File: src/rtl/spi_txn_arbiter_if.sv
// Requester-side and SPI-engine-side signals of the transaction arbiter.
// The slave modport is the arbiter's view; the master modport is the requester/engine side.
interface spi_txn_arbiter_if #(
  parameter int N_REQ = 4
);
  logic [N_REQ-1:0]   req_valid;
  logic [8*N_REQ-1:0] req_data;
  logic [N_REQ-1:0]   req_ready;
  logic [N_REQ-1:0]   resp_valid;
  logic [7:0]         resp_data;
  logic               resp_err;
  logic               eng_tx_start;
  logic               eng_rx_start;
  logic [7:0]         eng_tx_data;
  logic [7:0]         eng_rx_data;
  logic               eng_rx_valid;
  logic               eng_tx_done;
  logic [N_REQ-1:0]   cs_n;
  logic               busy;

  modport slave (
    input  req_valid, req_data, eng_rx_data, eng_rx_valid, eng_tx_done,
    output req_ready, resp_valid, resp_data, resp_err,
           eng_tx_start, eng_rx_start, eng_tx_data, cs_n, busy
  );

  modport master (
    output req_valid, req_data, eng_rx_data, eng_rx_valid, eng_tx_done,
    input  req_ready, resp_valid, resp_data, resp_err,
           eng_tx_start, eng_rx_start, eng_tx_data, cs_n, busy
  );
endinterface

File: src/rtl/spi_txn_arbiter.sv
// Round-robin arbiter sharing one byte-wide SPI engine among N_REQ requesters,
// with per-requester chip select, setup/hold timing and a completion timeout.
module spi_txn_arbiter #(
  parameter int N_REQ    = 4,
  parameter int CS_SETUP = 2,
  parameter int CS_HOLD  = 2,
  parameter int TIMEOUT  = 1024
) (
  input  logic                  clk,
  input  logic                  rst_n,
  spi_txn_arbiter_if.slave      bus
);
  localparam int IdxW = $clog2(N_REQ);
  localparam int CntW = $clog2(TIMEOUT + CS_SETUP + CS_HOLD);

  typedef enum logic [2:0] {
    StIdle,
    StSetup,
    StStart,
    StWait,
    StHold,
    StDone
  } state_e;

  state_e          state_q, state_d;
  logic [CntW-1:0] cnt_q, cnt_d;
  logic [IdxW-1:0] owner_q, owner_d;
  logic [IdxW-1:0] last_q, last_d;
  logic [7:0]      txData_q, txData_d;
  logic [7:0]      rxData_q, rxData_d;
  logic            rxSeen_q, rxSeen_d;
  logic            txSeen_q, txSeen_d;
  logic            err_q, err_d;

  logic            found;
  logic [IdxW-1:0] pick;
  logic [IdxW-1:0] candIdx;
  logic            rxNow, txNow;
  logic [N_REQ-1:0] reqReady, respValid, csN;
  logic [7:0]      respData;
  logic            respErr, startPulse;

  // Search upward from the requester after the last one served, wrapping around.
  always_comb begin
    found   = 1'b0;
    pick    = '0;
    candIdx = '0;
    for (int i = 1; i <= N_REQ; i++) begin
      candIdx = IdxW'((int'(last_q) + i) % N_REQ);
      if (!found && bus.req_valid[candIdx]) begin
        found = 1'b1;
        pick  = candIdx;
      end
    end
  end

  always_comb begin
    state_d    = state_q;
    cnt_d      = cnt_q;
    owner_d    = owner_q;
    last_d     = last_q;
    txData_d   = txData_q;
    rxData_d   = rxData_q;
    rxSeen_d   = rxSeen_q;
    txSeen_d   = txSeen_q;
    err_d      = err_q;
    reqReady   = '0;
    respValid  = '0;
    respData   = '0;
    respErr    = 1'b0;
    startPulse = 1'b0;
    csN        = '1;
    rxNow      = rxSeen_q | bus.eng_rx_valid;
    txNow      = txSeen_q | bus.eng_tx_done;

    case (state_q)
      StIdle: begin
        if (found) begin
          reqReady[pick] = 1'b1;
          owner_d        = pick;
          txData_d       = bus.req_data[8*pick +: 8];
          cnt_d          = '0;
          state_d        = StSetup;
        end
      end
      StSetup: begin
        csN[owner_q] = 1'b0;
        if (cnt_q == CntW'(CS_SETUP - 1)) begin
          cnt_d   = '0;
          state_d = StStart;
        end else begin
          cnt_d = cnt_q + 1'b1;
        end
      end
      StStart: begin
        csN[owner_q] = 1'b0;
        startPulse   = 1'b1;
        cnt_d        = '0;
        state_d      = StWait;
      end
      StWait: begin
        csN[owner_q] = 1'b0;
        if (bus.eng_rx_valid && !rxSeen_q) begin
          rxSeen_d = 1'b1;
          rxData_d = bus.eng_rx_data;
        end
        if (bus.eng_tx_done) begin
          txSeen_d = 1'b1;
        end
        // Completion is checked before the timeout so a last-cycle finish is not flagged.
        if (rxNow && txNow) begin
          err_d   = 1'b0;
          cnt_d   = '0;
          state_d = StHold;
        end else if (cnt_q == CntW'(TIMEOUT - 1)) begin
          err_d   = 1'b1;
          cnt_d   = '0;
          state_d = StHold;
        end else begin
          cnt_d = cnt_q + 1'b1;
        end
      end
      StHold: begin
        csN[owner_q] = 1'b0;
        if (cnt_q == CntW'(CS_HOLD - 1)) begin
          cnt_d   = '0;
          state_d = StDone;
        end else begin
          cnt_d = cnt_q + 1'b1;
        end
      end
      StDone: begin
        respValid[owner_q] = 1'b1;
        respData           = err_q ? 8'h00 : rxData_q;
        respErr            = err_q;
        last_d             = owner_q;
        rxSeen_d           = 1'b0;
        txSeen_d           = 1'b0;
        rxData_d           = '0;
        err_d              = 1'b0;
        cnt_d              = '0;
        state_d            = StIdle;
      end
      default: begin
        state_d = StIdle;
      end
    endcase
  end

  // Priority starts at requester 0 because the pointer resets to the last index.
  always_ff @(posedge clk or negedge rst_n) begin
    if (!rst_n) begin
      state_q  <= StIdle;
      cnt_q    <= '0;
      owner_q  <= '0;
      last_q   <= IdxW'(N_REQ - 1);
      txData_q <= '0;
      rxData_q <= '0;
      rxSeen_q <= 1'b0;
      txSeen_q <= 1'b0;
      err_q    <= 1'b0;
    end else begin
      state_q  <= state_d;
      cnt_q    <= cnt_d;
      owner_q  <= owner_d;
      last_q   <= last_d;
      txData_q <= txData_d;
      rxData_q <= rxData_d;
      rxSeen_q <= rxSeen_d;
      txSeen_q <= txSeen_d;
      err_q    <= err_d;
    end
  end

  assign bus.req_ready    = reqReady;
  assign bus.resp_valid   = respValid;
  assign bus.resp_data    = respData;
  assign bus.resp_err     = respErr;
  assign bus.eng_tx_start = startPulse;
  assign bus.eng_rx_start = startPulse;
  assign bus.eng_tx_data  = txData_q;
  assign bus.cs_n         = csN;
  assign bus.busy         = (state_q != StIdle);

endmodule

File: src/flat_wrapper.sv
// flat-port wrapper written by rule: the top's interface ports become plain ports
module spi_txn_arbiter_flat 
#(
  parameter int N_REQ    = 4,
  parameter int CS_SETUP = 2,
  parameter int CS_HOLD  = 2,
  parameter int TIMEOUT  = 1024
)
  (clk, rst_n, bus_req_valid, bus_req_data, bus_eng_rx_data, bus_eng_rx_valid, bus_eng_tx_done, bus_req_ready, bus_resp_valid, bus_resp_data, bus_resp_err, bus_eng_tx_start, bus_eng_rx_start, bus_eng_tx_data, bus_cs_n, bus_busy);
  spi_txn_arbiter_if #(.N_REQ(N_REQ)) bus_i ();
  input  logic clk;
  input  logic rst_n;
  input wire logic [$bits(bus_i.req_valid)-1:0] bus_req_valid;
  input wire logic [$bits(bus_i.req_data)-1:0] bus_req_data;
  input wire logic [$bits(bus_i.eng_rx_data)-1:0] bus_eng_rx_data;
  input wire logic [$bits(bus_i.eng_rx_valid)-1:0] bus_eng_rx_valid;
  input wire logic [$bits(bus_i.eng_tx_done)-1:0] bus_eng_tx_done;
  output wire logic [$bits(bus_i.req_ready)-1:0] bus_req_ready;
  output wire logic [$bits(bus_i.resp_valid)-1:0] bus_resp_valid;
  output wire logic [$bits(bus_i.resp_data)-1:0] bus_resp_data;
  output wire logic [$bits(bus_i.resp_err)-1:0] bus_resp_err;
  output wire logic [$bits(bus_i.eng_tx_start)-1:0] bus_eng_tx_start;
  output wire logic [$bits(bus_i.eng_rx_start)-1:0] bus_eng_rx_start;
  output wire logic [$bits(bus_i.eng_tx_data)-1:0] bus_eng_tx_data;
  output wire logic [$bits(bus_i.cs_n)-1:0] bus_cs_n;
  output wire logic [$bits(bus_i.busy)-1:0] bus_busy;
  assign bus_i.req_valid = bus_req_valid;
  assign bus_i.req_data = bus_req_data;
  assign bus_i.eng_rx_data = bus_eng_rx_data;
  assign bus_i.eng_rx_valid = bus_eng_rx_valid;
  assign bus_i.eng_tx_done = bus_eng_tx_done;
  assign bus_req_ready = bus_i.req_ready;
  assign bus_resp_valid = bus_i.resp_valid;
  assign bus_resp_data = bus_i.resp_data;
  assign bus_resp_err = bus_i.resp_err;
  assign bus_eng_tx_start = bus_i.eng_tx_start;
  assign bus_eng_rx_start = bus_i.eng_rx_start;
  assign bus_eng_tx_data = bus_i.eng_tx_data;
  assign bus_cs_n = bus_i.cs_n;
  assign bus_busy = bus_i.busy;
  spi_txn_arbiter #(.N_REQ(N_REQ), .CS_SETUP(CS_SETUP), .CS_HOLD(CS_HOLD), .TIMEOUT(TIMEOUT)) u_core (.clk(clk), .rst_n(rst_n), .bus(bus_i));
endmodule
File: config.mk
export PLATFORM = sky130hd
export DESIGN_NAME = spi_txn_arbiter_flat
export DESIGN_NICKNAME = d
export VERILOG_FILES = /design/src/rtl/spi_txn_arbiter_if.sv /design/src/rtl/spi_txn_arbiter.sv /design/src/flat_wrapper.sv
export SDC_FILE = /design/constraint.sdc
export NUM_CORES = 1
export LEC_CHECK = 0
export CORE_MARGIN = 4
export CORE_UTILIZATION = 45
export DETAILED_ROUTE_END_ITERATION = 16
export PLACE_DENSITY = 0.91
export REMOVE_ABC_BUFFERS = 1
export SYNTH_ARGS = -nofsm -noshare
export SYNTH_HDL_FRONTEND = slang
export SYNTH_SLANG_ARGS = --single-unit
File: constraint.sdc
create_clock -name clk -period 2.84 [get_ports clk]
set_input_delay 0.426 -clock clk [delete_from_list [all_inputs] [get_ports clk]]
set_output_delay 0.426 -clock clk [all_outputs]
set_load 0.05 [all_outputs]
**Word-level counts from Yosys, hierarchy flattened**

Cells that the tools add are included.
W data, S select, Z words.

- Flip-flop bits (word level): 37
- Input bits: 48
- Output and inout bits: 32
- Word-level logic and storage cells: 111

- Add/sub/neg operators: 5
- Order comparisons: 8
- Equal/unequal tests: 13
- Shift-type cells: 1
- Multiplexer cells: 48
- Bitwise gates (word level): 3
- Reduce and logical (&&, ||, !) cells: 24

Operator list:

| kind | count |
|---|---|
| $mux W11 | 4 |
| $pmux W11 S4 | 1 |
| $shiftx A32 B6 Y8 | 1 |
| $mux W8 | 3 |
| $lt A2 B3 Y1 const B | 6 |
| $mux W1 | 16 |
| $mux W4 | 4 |
| $pmux W8 S2 | 1 |
| $mux W3 | 5 |
| $pmux W3 S5 | 1 |
| $add A11 B1 Y11 const B | 1 |
| $eq A11 B1 Y1 const B | 1 |
| $eq A11 B10 Y1 const B | 1 |
| $reduce_and A2 Y1 | 5 |
| $bmux W1 S2 | 4 |
| $mux W2 | 4 |
| $ne A2 B1 Y1 const B | 4 |
| $logic_and A1 B1 Y1 | 7 |
| $eq A3 B2 Y1 const B | 2 |
| $eq A3 B3 Y1 const B | 2 |
| $pmux W1 S2 | 3 |
| $add A2 B1 Y2 const B | 2 |
| $add A2 B2 Y2 const B | 2 |
| $demux W1 S2 | 2 |
| other kinds (14) | 20 |

**Depth between registers and ports, before layout**

- Word-level depth: 19
- Depth in mapped cells: 8

**Least setup slack after synthesis**

Ideal clock, no wire load.

- Path type: register to output
- From: reg u_core.state_q[1]
- To: out bus_req_ready[2]
- Data arrival time: 2.781 ns
- Required time: 2.414 ns
- Setup slack: -0.367 ns
- Cell stages (with the launch flop): 7
- Cell sequence: dfrtp_1 -> buf_2 -> nor3_1 -> nand2b_1 -> nand3b_1 -> clkbuf_1 -> nor4_1

- Cells in the longest elaborated chain, start to end: 2

RTL lines:

| what | RTL line | text |
|---|---|---|
| start, declared | spi_txn_arbiter.sv:25 | `state_e state_q, state_d;` |
| start signal, assigned | spi_txn_arbiter.sv:153 | `state_q <= StIdle;` |
| start signal, assigned | spi_txn_arbiter.sv:163 | `state_q <= state_d;` |
| $logic_not A3 Y1 | spi_txn_arbiter.sv:76 | `case (state_q)` |
| $mux W4 | spi_txn_arbiter.sv:76 |  |
| end, declared | flat_wrapper.sv:18 | `output wire logic [$bits(bus_i.req_ready)-1:0] bus_req_ready;` |

No other way between the ends.

**Final worst setup path**

- From: in bus_req_valid[1]
- To: out bus_req_ready[3]

- Cells in the longest elaborated chain, start to end: 18
- Elaborated cells on any way between the ends: 29

RTL lines:

| what | RTL line | text |
|---|---|---|
| start, declared | flat_wrapper.sv:13 | `input wire logic [$bits(bus_i.req_valid)-1:0] bus_req_valid;` |
| $bmux W1 S2 | spi_txn_arbiter.sv:50 | `if (!found && bus.req_valid[candIdx]) begin` |
| $mux W1 (implied by the code) | spi_txn_arbiter.sv:50 |  |
| $mux W1 | spi_txn_arbiter.sv:50 |  |
| $logic_not A1 Y1 | spi_txn_arbiter.sv:50 |  |
| $logic_and A1 B1 Y1 | spi_txn_arbiter.sv:50 |  |
| $mux W1 | spi_txn_arbiter.sv:50 |  |
| $logic_not A1 Y1 | spi_txn_arbiter.sv:50 |  |
| $logic_and A1 B1 Y1 | spi_txn_arbiter.sv:50 |  |
| [... 2 more ...] | n/a |  |
| $logic_and A1 B1 Y1 | spi_txn_arbiter.sv:50 |  |
| $mux W2 | spi_txn_arbiter.sv:50 |  |
| $lt A2 B3 Y1 (implied by the code) / $ge A2 B1 Y1 (equally long branches) | spi_txn_arbiter.sv:79 | `reqReady[pick] = 1'b1;` |
| $logic_and A1 B1 Y1 (implied by the code) | spi_txn_arbiter.sv:79 |  |
| $mux W1 (implied by the code) | spi_txn_arbiter.sv:79 |  |
| $demux W1 S2 | n/a |  |
| $mux W4 * | spi_txn_arbiter.sv:78 | `if (found) begin` |
| $mux W4 * | spi_txn_arbiter.sv:76 |  |

Mark *: on every way between the ends. The rest lies on a longest branch, timed or not. The select of a mux whose other input is x is not followed.

==> results.ini <==
[power]
ir_worst_vdd_mv=0.522
total_power_uw=2970
p_leak_uw=0.00156
power.density_nw_per_um2=902

[cts]
tritoncts=done
cts_buffer_depth=2
root_buffer=clkbuf_8
clock-sinks=37
cts_buffers=5
insertion_delay_ns=0.29
cts_setup_buffers=0
h-tree-depth=2
clkTransAtPathRegs_ns=0.08

[final_layout]
drive_above_1_share=0.108
area_growth_pct=42.1
nNetsFinal=393
seqCellArea_um2=928
multi_input_comb_area_um2=1290
diodes=0
fill_cells=386
final_area_um2=3300
final_cells=411

[synthesis]
synth_area_per_cell_um2=8.88
yosys.area.top_type=dfrtp_1
synth_cell_types=53
synth-main-ff-cell=dfrtp_1
ys_ff_latch=37
async_flop_share=1.00
yosysWarnings=0
synth.cell_area_um2=2320
synth_edf_count=0
synth_area_leaders=dfrtp_1, nand2_1, o21ai_0
ys_seq_area_frac=0.400
synth_cells=261
ys_top_cells_by_count=nand2_1, dfrtp_1, o21ai_0
synth_top_area_frac=0.378
synth_most_common_cell=nand2_1

[place]
placed_cell_area_um2=3190
gp_congestion=0.872
placed_cells=403
portBuffers=79
hpwl_um=4640

[worst_setup_path]
cpMaxStageDelayCell=a21oi_1
critical-path-top-delay-family=buffers and inverters
worstPathCellList=clkdlybuf4s50_1 -> nand2b_1 -> a21oi_1 -> nor3_2 -> nor2_1 -> buf_4
critPathRequiredTime_ns=2.41
startpoint_type=input port
path_buf_inv=2
path_max_fanout=10
worstSetupEndpointType=output port
critPathArrivalTime_ns=2.25
path_class=in2out
cp_slowest_stage_delay_ns=0.58

[grt]
grt_max_degree=38
grt_pass1_wl_um=9610
grt_overflow=0
grt_use_total=0.188
antenna_found_initial=0
first_global_vias=2189

[detailed_routing]
drt-pass1-iter-count=4
drc=0
drtAntennaViolNets=0
drtIter0Drc=125
wl_per_cell_um=14.6
viasPerCell=5.57
wl_um=5990
vias=2289

[floorplan]
fp.dieH_um=79.8
rows=25
coreArea_um2=4850
fp.dieW_um=79.8
start_util=0.478
io_pins=80
dieArea_um2=6360

[timing]
setup-violations-final=0
clock_skew_ns=0.0113
rsz0062_at_grt=false
slew_viol_final=0
finalCritPeriodShare=0.941
finalWorstPathRequiredPeriod_ns=2.67
tightest_slew_ns=0.821
final_hold_viol_count=0
slew_headroom=0.452
fmax_ghz=0.374

[outcome]
status=finished clean

[worst_hold_path]
min_path_type=in2async

[run]
drv_cap=0

[cell type report]
cell class / count / area share
clock buffer: 7 / 0.0232
clock inverter: 1 / 0.00152
inverter: 6 / 0.00683
multi-input combinational: 203 / 0.393
sequential: 37 / 0.282
tap: 67 / 0.0254
timing repair buffer: 90 / 0.269
[routing by layer]
layer	vias up	share of wire	global-route usage
li1	1120	-	-
met1	1074	0.44	0.237
met2	87	0.47	0.315
met3	8	0.082	0.0587
met4	0	0.011	0.0456
met5	-	0	0
[cell families after synthesis]
kind of cell,Yosys count,synth area share
AO/OA/AOI/OAI,73,0.213
XOR/XNOR,5,0.0189
AND/OR/NAND/NOR,112,0.268
multiplexers,11,0.0475
adder cells (fa/ha/maj),2,0.0108
buffers and inverters,21,0.0416
flip-flops,37,0.400
[per-stage QoR]
| step | setup WS (ns) | setup TNS [ns] | util | hold WS (ns) |
|---|---|---|---|---|
| 6_report | 0.168 | 0 | 0.680 | 0.227 |
| 3_3_place_gp | 0.262 | 0 | 0.658 | 0.458 |
| 3_5_place_dp | 0.179 | 0 | 0.658 | 0.467 |
| 5_1_grt | 0.0163 | 0 | 0.680 | 0.296 |
| 2_1_floorplan | -0.583 | -1.04 | - | 0.130 |
| 4_1_cts | 0.0210 | 0 | 0.675 | 0.251 |
[worst paths after layout]
check / startpoint / to / slack [ns] / cells after the start
min in group clk: u_core.last_q[0] / u_core.last_q[0] / 0.48 / 2
min: rst_n / u_core.cnt_q[9] / 0.23 / 1
max reg2reg: u_core.cnt_q[0] / u_core.cnt_q[2] / 0.60 / 6
min reg2reg: u_core.last_q[0] / u_core.last_q[0] / 0.48 / 2
max in group asynchronous: rst_n / u_core.rxData_q[2] / 2.09 / 1
max: bus_req_valid[1] / bus_req_ready[3] / 0.17 / 6
[cells in the final DEF, fill, tap and decap left out, drive strengths merged, types with 3 or more instances in the layout]
cell type and n:
nand2b 4, nand2 39, nor2 10, nor4 3, nand3b 3, o31a 8
o21ai 26, a21o 4, clkdlybuf4s50 62, inv 6, nand3 6, xor2 3
and3 11, and2 3, nor3b 4, a21oi 9, dfrtp 35, nor2b 3
mux2i 11, nor3 9, dlymetal6s2s 9, o211ai 8, buf 19, clkbuf 7
and4 8, a31oi 3
[registers in the layout (all words and copies together) (netlist names)]
register / flops
u_core.bus.eng_tx_data: 8
u_core.txSeen_q: 1
u_core.rxData_q: 8
u_core.cnt_q: 11
u_core.rxSeen_q: 1
u_core.state_q: 3
u_core.last_q: 2
u_core.owner_q: 2
u_core.err_q: 1
[power breakdown]
part	switching, uW	internal, uW
Sequential	158	717
Combinational	1060	682
Clock	184	172
[repair_timing]
item,in CTS,in global routing
setup endpoints to repair,0,9
endpoints found under the hold margin,0,0
gates resized for setup,0,9
hold buffers,0,0
(Power assumes the default switching activity.)
